File: config.mk
export PLATFORM = sky130hd
export DESIGN_NAME = pc_3gpp_enc_sched
export DESIGN_NICKNAME = d
export VERILOG_FILES = /design/src/rtl/pc_3gpp_enc_sched.sv
export SDC_FILE = /design/constraint.sdc
export NUM_CORES = 1
export LEC_CHECK = 0
export BUFFER_PORTS_ARGS = -buffer_cell sky130_fd_sc_hd__buf_4
export CAP_MARGIN = 15
export CORE_AREA = 2 2 61 63
export DETAILED_ROUTE_END_ITERATION = 8
export DIE_AREA = 0 0 63 65
export GPL_ROUTABILITY_DRIVEN = 0
export GPL_TIMING_DRIVEN = 0
export PLACE_DENSITY = 0.77
export SYNTH_ARGS = -nofsm -noshare
export SYNTH_HDL_FRONTEND = slang
export SYNTH_SLANG_ARGS = --single-unit
File: constraint.sdc
create_clock -name iclk -period 5.78 [get_ports iclk]
set_clock_uncertainty 0.2 [all_clocks]
set_input_delay 0.289 -clock iclk [delete_from_list [all_inputs] [get_ports iclk]]
set_output_delay 0.289 -clock iclk [all_outputs]
set_load 0.05 [all_outputs]
File: src/rtl/pc_3gpp_enc_sched.sv
// Round-robin scheduler that feeds one polar-encoder input stream from pCH_N
// serial channels. Each frame is length-checked against pDATA_N. Short frames
// are forwarded and flagged. Long frames are cut at pDATA_N with a forced eop,
// and their tail is discarded.
module pc_3gpp_enc_sched #(
    parameter int unsigned pCH_N   = 4,
    parameter int unsigned pDATA_N = 512,
    parameter int unsigned pTAG_W  = 4
) (
    input  logic                                iclk,
    input  logic                                ireset,
    input  logic                                iclkena,
    input  logic [pCH_N-1:0]                    ich_sop,
    input  logic [pCH_N-1:0]                    ich_val,
    input  logic [pCH_N-1:0]                    ich_eop,
    input  logic [pCH_N-1:0]                    ich_dat,
    input  logic [pCH_N*pTAG_W-1:0]             ich_tag,
    output logic [pCH_N-1:0]                    och_rdy,
    input  logic                                ienc_rdy,
    output logic                                oenc_sop,
    output logic                                oenc_val,
    output logic                                oenc_eop,
    output logic                                oenc_dat,
    output logic [$clog2(pCH_N)+pTAG_W-1:0]     oenc_tag,
    output logic                                ogrant_vld,
    output logic [$clog2(pCH_N)-1:0]            ogrant_ch,
    output logic                                oerr,
    output logic [$clog2(pCH_N)-1:0]            oerr_ch
);

    localparam int unsigned cCH_W  = $clog2(pCH_N);
    localparam int unsigned cCNT_W = $clog2(pDATA_N + 1);
    localparam logic [cCNT_W-1:0] cLAST = cCNT_W'(pDATA_N - 1);

    typedef enum logic [1:0] {StIdle, StGrant, StPass, StFlush} state_e;

    state_e             state_q, state_d;
    logic [cCH_W-1:0]   grant_q, grant_d;
    logic [cCH_W-1:0]   ptr_q, ptr_d;
    logic [cCH_W-1:0]   err_ch_q, err_ch_d;
    logic [cCNT_W-1:0]  cnt_q, cnt_d;

    logic [pCH_N-1:0]   req, stray;
    logic               req_any, stray_any;
    logic [cCH_W-1:0]   arb_ch, stray_ch;
    logic               g_val, g_sop, g_eop, g_dat;
    logic [pTAG_W-1:0]  g_tag;
    logic               cnt_last, cnt_zero, pass_xfer;
    logic               err_pulse;
    logic [cCH_W-1:0]   err_src;

    // Granted-channel selection, round-robin arbiter and stray-beat detection.
    always_comb begin
        int unsigned idx;
        idx       = 0;
        req       = ich_sop & ich_val;
        stray     = ich_val & ~ich_sop;
        req_any   = |req;
        stray_any = |stray;
        g_val     = ich_val[grant_q];
        g_sop     = ich_sop[grant_q];
        g_eop     = ich_eop[grant_q];
        g_dat     = ich_dat[grant_q];
        g_tag     = ich_tag[32'(grant_q)*pTAG_W +: pTAG_W];
        cnt_last  = (cnt_q == cLAST);
        cnt_zero  = (cnt_q == '0);
        pass_xfer = g_val & ienc_rdy;
        // Scan from farthest to nearest so the channel right after ptr wins.
        arb_ch = '0;
        for (int unsigned i = pCH_N; i >= 1; i--) begin
            idx = 32'(ptr_q) + i;
            if (idx >= pCH_N) idx = idx - pCH_N;
            if (req[idx]) arb_ch = cCH_W'(idx);
        end
        stray_ch = '0;
        for (int i = pCH_N - 1; i >= 0; i--) begin
            if (stray[i]) stray_ch = cCH_W'(i);
        end
    end

    // State, grant, pointer, counter and error-channel registers.
    always_ff @(posedge iclk or negedge ireset) begin
        if (!ireset) begin
            state_q  <= StIdle;
            grant_q  <= '0;
            ptr_q    <= cCH_W'(pCH_N - 1);
            cnt_q    <= '0;
            err_ch_q <= '0;
        end else begin
            state_q  <= state_d;
            grant_q  <= grant_d;
            ptr_q    <= ptr_d;
            cnt_q    <= cnt_d;
            err_ch_q <= err_ch_d;
        end
    end

    // Next-state logic; nothing moves while the clock enable is low.
    always_comb begin
        state_d  = state_q;
        grant_d  = grant_q;
        ptr_d    = ptr_q;
        cnt_d    = cnt_q;
        err_ch_d = err_ch_q;
        if (iclkena) begin
            if (err_pulse) err_ch_d = err_src;
            case (state_q)
                StIdle: begin
                    if (req_any) begin
                        grant_d = arb_ch;
                        state_d = StGrant;
                    end
                end
                StGrant: begin
                    cnt_d   = '0;
                    state_d = StPass;
                end
                StPass: begin
                    if (pass_xfer) begin
                        cnt_d = cnt_q + 1'b1;
                        if (g_eop) begin
                            state_d = StIdle;
                            ptr_d   = grant_q;
                        end else if (cnt_last) begin
                            state_d = StFlush;
                        end
                    end
                end
                StFlush: begin
                    if (g_val && g_eop) begin
                        state_d = StIdle;
                        ptr_d   = grant_q;
                    end
                end
                default: state_d = StIdle;
            endcase
        end
    end

    // Output decode; everything is forced low while reset is asserted.
    always_comb begin
        och_rdy    = '0;
        oenc_sop   = 1'b0;
        oenc_val   = 1'b0;
        oenc_eop   = 1'b0;
        oenc_dat   = 1'b0;
        oenc_tag   = '0;
        err_pulse  = 1'b0;
        err_src    = err_ch_q;
        ogrant_vld = (state_q != StIdle);
        ogrant_ch  = grant_q;
        if (ireset && state_q != StIdle) oenc_tag = {grant_q, g_tag};
        if (iclkena && ireset) begin
            case (state_q)
                StIdle, StGrant: begin
                    // Beats without sop outside a frame are swallowed and flagged.
                    och_rdy = stray;
                    if (stray_any) begin
                        err_pulse = 1'b1;
                        err_src   = stray_ch;
                    end
                end
                StPass: begin
                    och_rdy[grant_q] = ienc_rdy;
                    oenc_val = g_val;
                    oenc_dat = g_dat;
                    oenc_eop = g_eop | cnt_last;
                    oenc_sop = g_sop & cnt_zero;
                    if (pass_xfer && ((g_eop && !cnt_last) || (!g_eop && cnt_last) ||
                                      (g_sop && !cnt_zero))) begin
                        err_pulse = 1'b1;
                        err_src   = grant_q;
                    end
                end
                StFlush: begin
                    och_rdy[grant_q] = 1'b1;
                end
                default: ;
            endcase
        end
        oerr    = err_pulse;
        oerr_ch = err_pulse ? err_src : err_ch_q;
    end

endmodule
Yosys cells after proc, flatten, opt, wreduce, memory -nomap -nowiden
Cells that the tools add are included.

cells by class
  equal/unequal tests = 9
  bitwise gates (word level) = 7
  reductions and logical operators = 25
  shifts and indexed selects = 1
  $add $sub $neg = 9
  order comparisons = 10
  mux-type cells = 62

operator list
  operator               number
  $lt 32x3->1 const B    4
  $mux 32                4
  $mux 2                 20
  $mux 1                 20
  $pmux 10 s2            1
  $bmux 1 s2             8
  $shiftx 16x5->4        1
  $and 4x4->4            3
  $pmux 4 s3             1
  $sub 3x3->4 const B    3
  $add 10x1->10 const B  1
  $eq 10x9->1 const B    1
  $logic_not 10->1       1
  $mux 10                1
  $reduce_and 5->1       2
  $ge 3x3->1 const B     3
  $logic_and 1x1->1      8
  $ne 2x2->1 const B     4
  $pmux 2 s2             2
  $pmux 2 s4             1
  $reduce_or 4->1        2
  $add 2x2->3 const B    2
  $mux 6                 1
  $reduce_and 3->1       2
  other kinds (20)       27

storage, ports and cells
  bits in registers = 18
  word-level logic and storage cells = 128

Depth between registers and ports, before layout
Gate-level depths: netlist of run 1.

  depth after elaboration = 11
  gate-level depth with buffers = 7
  mapped depth without buffers = 7

Worst setup path after synthesis of run 1
No wires, ideal clock.

  path type = register to output
  start point = register grant_q[0] (netlist: ogrant_ch[0])
  end point = output oerr_ch[0]
  slack = 2103 ps
  data arrival time = 3188 ps
  cell stages (with the launch flop) = 8
  path buffers = 1
  cells stage by stage = dfrtp_1 > buf_4 > mux4_2 > inv_1 > ha_1 > o211ai_2 > nor3_2 > a211oi_1

on the way
  cells in the longest elaborated chain, start to end = 11
  elaborated cells on any way between the ends = 21

RTL lines
  element                                          RTL line  text
  from (decl)                                      38        logic [cCH_W-1:0] grant_q, grant_d;
  from (signal assigned)                           91        grant_q <= grant_d;
  $bmux 1 s2                                       62        g_eop = ich_eop[grant_q];
  $mux 1 (implied by the code)                     62
  $logic_not 1->1                                  169       if (pass_xfer && ((g_eop && !cnt_last) || (!g_eop && cnt_last) ||
  $logic_and 1x1->1                                169
  $logic_or 1x1->1 (2 in a row)                    169
  $logic_and 1x1->1                                169
  $mux 2 / $mux 1 (equally long branches)          169
  $pmux 2 s2 / $pmux 1 s2 (equally long branches)  154       case (state_q)
  $mux 2 / $mux 1 (equally long branches)          153       if (iclkena && ireset) begin
  $mux 2 (*)                                       -
  to (decl)                                        28        output logic [$clog2(pCH_N)-1:0] oerr_ch

Mark *: on every way between the ends. The rest lies on a longest branch, timed or not. The select of a mux whose other input is x is not followed.

Worst setup path after layout of run 1
  start point = register cnt_q[3]
  end point = output oerr_ch[0]

on the way
  cells in the longest elaborated chain, start to end = 10
  elaborated cells on any way between the ends = 17

RTL lines
  element                                          RTL line  text
  from (decl)                                      41        logic [cCNT_W-1:0] cnt_q, cnt_d;
  from (signal assigned)                           93        cnt_q <= cnt_d;
  $eq 10x9->1                                      65        cnt_last = (cnt_q == cLAST);
  $logic_not 1->1                                  169
  $logic_and 1x1->1                                169
  $logic_or 1x1->1                                 169
  $logic_or 1x1->1 (*)                             169
  $logic_and 1x1->1 (*)                            169
  $mux 2 / $mux 1 (equally long branches)          169
  $pmux 2 s2 / $pmux 1 s2 (equally long branches)  154
  $mux 2 / $mux 1 (equally long branches)          153
  $mux 2 (*)                                       -

Mark *: on every way between the ends. The rest lies on a longest branch, timed or not.

==> reports/metrics.csv, run 1 <==
metric;value;unit
status;completed;
crit share post-route;0.565;
Yosys cell types;52;
flops & latches, synth;18;
ys flop type;dfrtp_1;
min-delay worst type;primary input to register;
cells after synthesis;193;
Vias;1801;
CTS tree;yes;
Layout area overhead;31.4;%
ANT nets after route;0;
CTS root buffer;clkbuf_4;
Final Setup Violations;0;
top post-synthesis cells by count;nand2_1, nor2_1, dfrtp_1;
Core Util, Final;0.621;
total gr overflow;0;
Synth top area share;0.242;
dpl hpwl;3.60;mm
worst slew pin tran;0.600;ns
Synth Area in Compound Gates;0.243;
Worst Path Arrival;2.78;ns
PortBufs;55;
fraction of registers with async set or reset after synthesis;1.00;
Synthesized Nets;232;
Final Hold Slack;0.138;ns
leakage;0.970;nW
global-route wire length before repair;8.00;mm
core footprint;0.00350;mm^2
post-DR vias/cell;5.98;
Max Root-Sink Buffers;2;
Max FO, Critical Path;8;
met1 Track Usage GR;0.314;
MaxCap Viol Count;0;
grt peak-use layer;met2;
ant diodes;0;
post-synthesis simple-gate area fraction;0.277;
fillcell total;320;
Die W;63;um
die area;0.00410;mm^2
PD cells;443;mW/mm^2
type of origin of the critical path;register;
largest net degree at the start of global routing;26;
synthesized area per cell;8.56;um^2
Inserted Clock Buffers;3;
Placement Setup Slack;2.88;ns
Crit Path Category;register to output port;
share of cells above drive strength 1;0.328;
post-route worst setup slack;2.51;ns
Fin. Hold Viols;0;
Initial DRC Count;152;
detailed-route DRC error count;0;
post-synthesis sequential area ratio;0.274;
Final Instance Area;0.00217;mm^2
Worst VDD drop;0.275;mV
number of enable-type register cells in the synthesized netlist;0;
final setup TNS;0;ns
Final nets;293;
Global Route Usage Sum;0.245;
I/O pin total;56;
Row Count;22;
vias in the first global route;1710;
hold path cells;4;
Post-Syn Area;0.00165;mm^2
placed instance area;0.00213;mm^2
Pwr Total;0.963;mW
largest family of logic cells by synthesized area;simple AND/OR/NAND/NOR gates;
max-slew violation count;0;
Slew HR;0.599;
post-synthesis mux area share;0.141;
antenna violations before repair;0;
Area contributors post-synth;dfrtp_1, mux4_2, nand2_1;
wire per inst;15.6;um
met2 Usage GRT;0.432;
most frequent cell after synthesis;nand2_1;
Max H-tree Level;1;
critical path required time;5.29;ns
Non-Filler Instances;301;
RSZ-0062 raised after global routing;false;
area share of xor/xnor cells in the synthesized design;0;
leading area contributor after synthesis;dfrtp_1;
Adder-Cell Fraction of Synth Area;0.0227;
cell depth of the worst flop-to-flop path;7;
met3 usage;0.0417;
setup bufs post-CTS;0;
DRT Wirelength;4.70;mm
Starting Density;0.473;
Clk Latency, worst-skew pair;0.31;ns
Pre-antenna DRT Iters;4;
fin crit period;3.27;ns
Reg clk slew, reported paths;0.12;ns
synth warn;0;
Placed Cells incl. Taps;296;
FMAX;306;MHz
Num Clock Sinks;18;
Die Y;65;um
Worst Setup End Kind;output port;
-- cell families after synthesis --
| kind of cell | Yosys count |
|---|---|
| AND/OR/NAND/NOR | 90 |
| AO/OA/AOI/OAI | 52 |
| flip-flops | 18 |
| buffers and inverters | 16 |
| multiplexers | 14 |
| adder cells (fa/ha/maj) | 3 |
-- worst max-delay path, stage by stage, from the launching register on --
cell      delay (ns)
dfrtp_1         0.49
and3_1          0.29
nand4_1         0.16
or3_1           0.38
ha_1            0.29
o211ai_2        0.31
nor3_2          0.09
a211oi_1        0.22
buf_4           0.23
-- area by class of cell --
class | count | area (um^2) | area share
Clock buffer | 4 | 36.3 | 0.0167
Buffer | 7 | 36.3 | 0.0167
Inverter | 9 | 33.8 | 0.0156
Sequential cell | 18 | 453 | 0.209
Timing Repair Buffer | 56 | 423 | 0.195
Multi-Input combinational cell | 159 | 1130 | 0.520
Tap cell | 48 | 60.1 | 0.0276
-- where the power goes --
| group | internal (mW) | total, mW | switching [mW] |
|---|---|---|---|
| registers | 0.173 | 0.220 | 0.0466 |
| clock network | 0.0385 | 0.0850 | 0.0465 |
| logic | 0.253 | 0.658 | 0.404 |
-- registers in the layout (all words and copies together) (netlist names) --
name and count:
cnt_q 10, err_ch_q 2, ogrant_ch 2, ptr_q 2, state_q 2
-- layout by cell type, fill, tap and decap left out, types with 2 or more instances in the layout --
cell       netlist  final
nor2b_1          6      6
o211ai_1         2      2
a211oi_1         2      2
inv_1            9      9
o311ai_0         2      2
mux4_2           7      7
ha_1             3      3
mux2_2           4      4
dfstp_2          2      2
dfrtp_1         16     16
a31oi_1          4      4
o31ai_1          3      3
and3_1           6      6
a21oi_1          6      6
nor3_1           8      8
and4_1           2      2
nand2_1         27     27
nand4_1          3      3
clkbuf_1         3      3
nor2_1          18     18
a2bb2oi_1        2      2
clkbuf_4         0      3
o22a_1           2      2
mux2i_1          3      3
a32o_1           2      2
o41ai_1          2      2
nand3_1          6      6
buf_4            2     57
a32oi_1          2      2
and2_1           2      2
buf_2            2      2
o21ai_0         10     10
a22o_1           2      2
nand2b_1         4      4
-- path summary, 6_finish.rpt --
check	start	slack [ns]	to
setup / recovery	cnt_q[3]	2.51	oerr_ch[0]
hold / removal	ich_val[2]	0.14	ogrant_ch[0]
hold reg to reg	cnt_q[9]	0.31	cnt_q[9]
max in group asynchronous	ireset	4.90	ptr_q[0]
setup reg to reg	cnt_q[3]	3.22	err_ch_q[0]
min in group asynchronous	ireset	0.19	cnt_q[7]
-- routing by layer --
metal	vias to the layer above	wire length (um)
li1	858	-
met1	878	2090
met2	57	2330
met3	8	225
met4	0	57
met5	-	0
-- timing repair --
action / 4_1_cts / 5_1_grt
hold buffers: 1 / 0
setup endpoints to repair: 0 / 0
hold endpoints to repair: 18 / 0
gates resized for setup: 0 / 0
Note: power is estimated with default switching activity, not from simulation.
==> run 2: changes to the inputs <==
--- a/config.mk
+++ b/config.mk
@@ -7,12 +7,12 @@
 export LEC_CHECK = 0
 export BUFFER_PORTS_ARGS = -buffer_cell sky130_fd_sc_hd__buf_4
 export CAP_MARGIN = 15
-export CORE_AREA = 2 2 61 63
+export CORE_AREA = 2 2 63 65
 export DETAILED_ROUTE_END_ITERATION = 8
-export DIE_AREA = 0 0 63 65
+export DIE_AREA = 0 0 65 67
 export GPL_ROUTABILITY_DRIVEN = 0
 export GPL_TIMING_DRIVEN = 0
-export PLACE_DENSITY = 0.77
+export PLACE_DENSITY = 0.76
 export SYNTH_ARGS = -nofsm -noshare
 export SYNTH_HDL_FRONTEND = slang
 export SYNTH_SLANG_ARGS = --single-unit
==> constraint.sdc (replaced) <==
create_clock -name iclk -period 2.8 [get_ports iclk]
set_clock_uncertainty 0.2 [all_clocks]
set_input_delay 0.14 -clock iclk [delete_from_list [all_inputs] [get_ports iclk]]
set_output_delay 0.14 -clock iclk [all_outputs]
set_load 0.05 [all_outputs]
==> reports/metrics.csv, run 2 (same netlist as run 1, synthesis figures left out) <==
metric;value;unit
buffer and inverter count on the worst path;2;
CTS tree;yes;
multi-input logic area;0.00122;mm^2
cell depth of the worst flop-to-flop path;8;
MaxCap Viol Count;0;
die area;0.00436;mm^2
fillcell total;303;
Clk Latency, worst-skew pair;0.27;ns
Fin. Hold Viols;0;
global-route wire length before repair;8.51;mm
Starting Density;0.458;
Die W;65;um
detailed-route DRC error count;0;
Layout area overhead;44.9;%
crit share post-route;1.00;
Pwr Total;2.25;mW
core footprint;0.00361;mm^2
RSZ-0062 raised after global routing;true;
post-DR vias/cell;5.94;
Max Root-Sink Buffers;2;
post-route worst setup slack;-0.0117;ns
ant diodes;0;
critical path required time;2.46;ns
Row Count;22;
share of cells above drive strength 1;0.414;
Vias;1864;
Storage cell area;455;um^2
stages on the worst setup path;8;
min-delay worst type;primary input to register;
CTS root buffer;clkbuf_8;
Pre-antenna DRT Iters;6;
Worst Path Arrival;2.47;ns
total gr overflow;0;
Slew HR;0.634;
fin crit period;2.81;ns
Worst VDD drop;0.526;mV
family with the most delay on the worst path;compound AO/OA/AOI/OAI gates;
Worst Setup End Kind;output port;
largest net degree at the start of global routing;26;
Initial DRC Count;150;
critical-path cell list;inv_2 -> ha_4 -> or4b_4 -> o41a_1 -> o211ai_4 -> nor3_2 -> a211oi_4 -> buf_6;
failing checks;negative setup slack;
leakage;1.04;nW
Die Y;67;um
Num Clock Sinks;18;
Final Setup Violations;1;
hold path cells;4;
wire per inst;16.4;um
CP max stage delay;0.45;ns
Final nets;306;
vias in the first global route;1845;
Global Route Usage Sum;0.254;
Non-Filler Instances;314;
Max H-tree Level;1;
commonest cells after routing, fill and taps aside;buf_4, nand2_1, nor2_1;
max-slew violation count;0;
Reg clk slew, reported paths;0.08;ns
type of origin of the critical path;register;
Inserted Clock Buffers;3;
Largest Register;cnt_q;
dpl hpwl;3.73;mm
Core Util, Final;0.664;
slowest cell on the critical path;or4b_4;
Max FO, Critical Path;5;
PortBufs;55;
max reg flops;10;
Crit Path Category;register to output port;
status;finished with violations;
antenna violations before repair;0;
PD cells;938;mW/mm^2
I/O pin total;56;
Final Hold Slack;0.0330;ns
ANT nets after route;0;
FMAX;356;MHz
most common cell after layout, fill and taps aside;buf_4;
worst slew pin tran;0.533;ns
Placed Cells incl. Taps;296;
DRT Wirelength;5.15;mm
Placement Setup Slack;-0.0988;ns
## run 2: worst reg2reg max path, delay by kind of cell (launching register included)
family	cells	cell delay (ns)
compound gates	3	0.66
fa+ha+maj	1	0.12
buf+inv	2	0.22
flops	1	0.41
simple gates	2	0.74
## run 2: stage by stage
step | cell area (um^2) | TNS [ns]
global route | 2390 | -0.130
CTS | 2300 | -0.0956
floorplan | 1680 | 0
finish | 2390 | -0.0117
global placement | 2150 | -0.161
detailed placement | 2150 | -0.178
## run 2: power breakdown
part | internal [mW] | switching [mW] | total [mW]
registers | 0.361 | 0.0778 | 0.439
logic | 0.651 | 0.928 | 1.58
clock network | 0.126 | 0.103 | 0.229
total | 1.14 | 1.11 | 2.25
## run 2: layout make-up
cell class	count	area share
repair buffers	69	0.222
multi-input cells	159	0.510
flip-flops and latches	18	0.190
inverters	9	0.0141
plain buffers	7	0.0152
clock buffers	4	0.0230
well taps	48	0.0251
## run 2: timing repair
item | in CTS | in global routing
setup endpoints to repair | 3 | 3
buffers inserted | 7 | 6
endpoints found under the hold margin | 18 | 0
gates resized for setup | 8 | 13
pin swaps | 4 | 2
hold buffers | 1 | 0
## run 2: final timing paths
| kind | from | end | slack [ns] |
|---|---|---|---|
| min reg2reg | ptr_q[0] | ptr_q[0] | 0.31 |
| max in group asynchronous | ireset | ptr_q[0] | 2.02 |
| min | ich_val[2] | ogrant_ch[0] | 0.03 |
| min in group asynchronous | ireset | cnt_q[7] | 0.10 |
| max | cnt_q[1] | oerr_ch[0] | -0.01 |
| max reg2reg | cnt_q[1] | err_ch_q[0] | 0.32 |
## run 2: metal layers
layer / GRT usage / share of wire
met1: 0.303 / 0.42
met2: 0.456 / 0.51
met3: 0.0439 / 0.052
met4: 0.0931 / 0.016
met5: 0 / 0
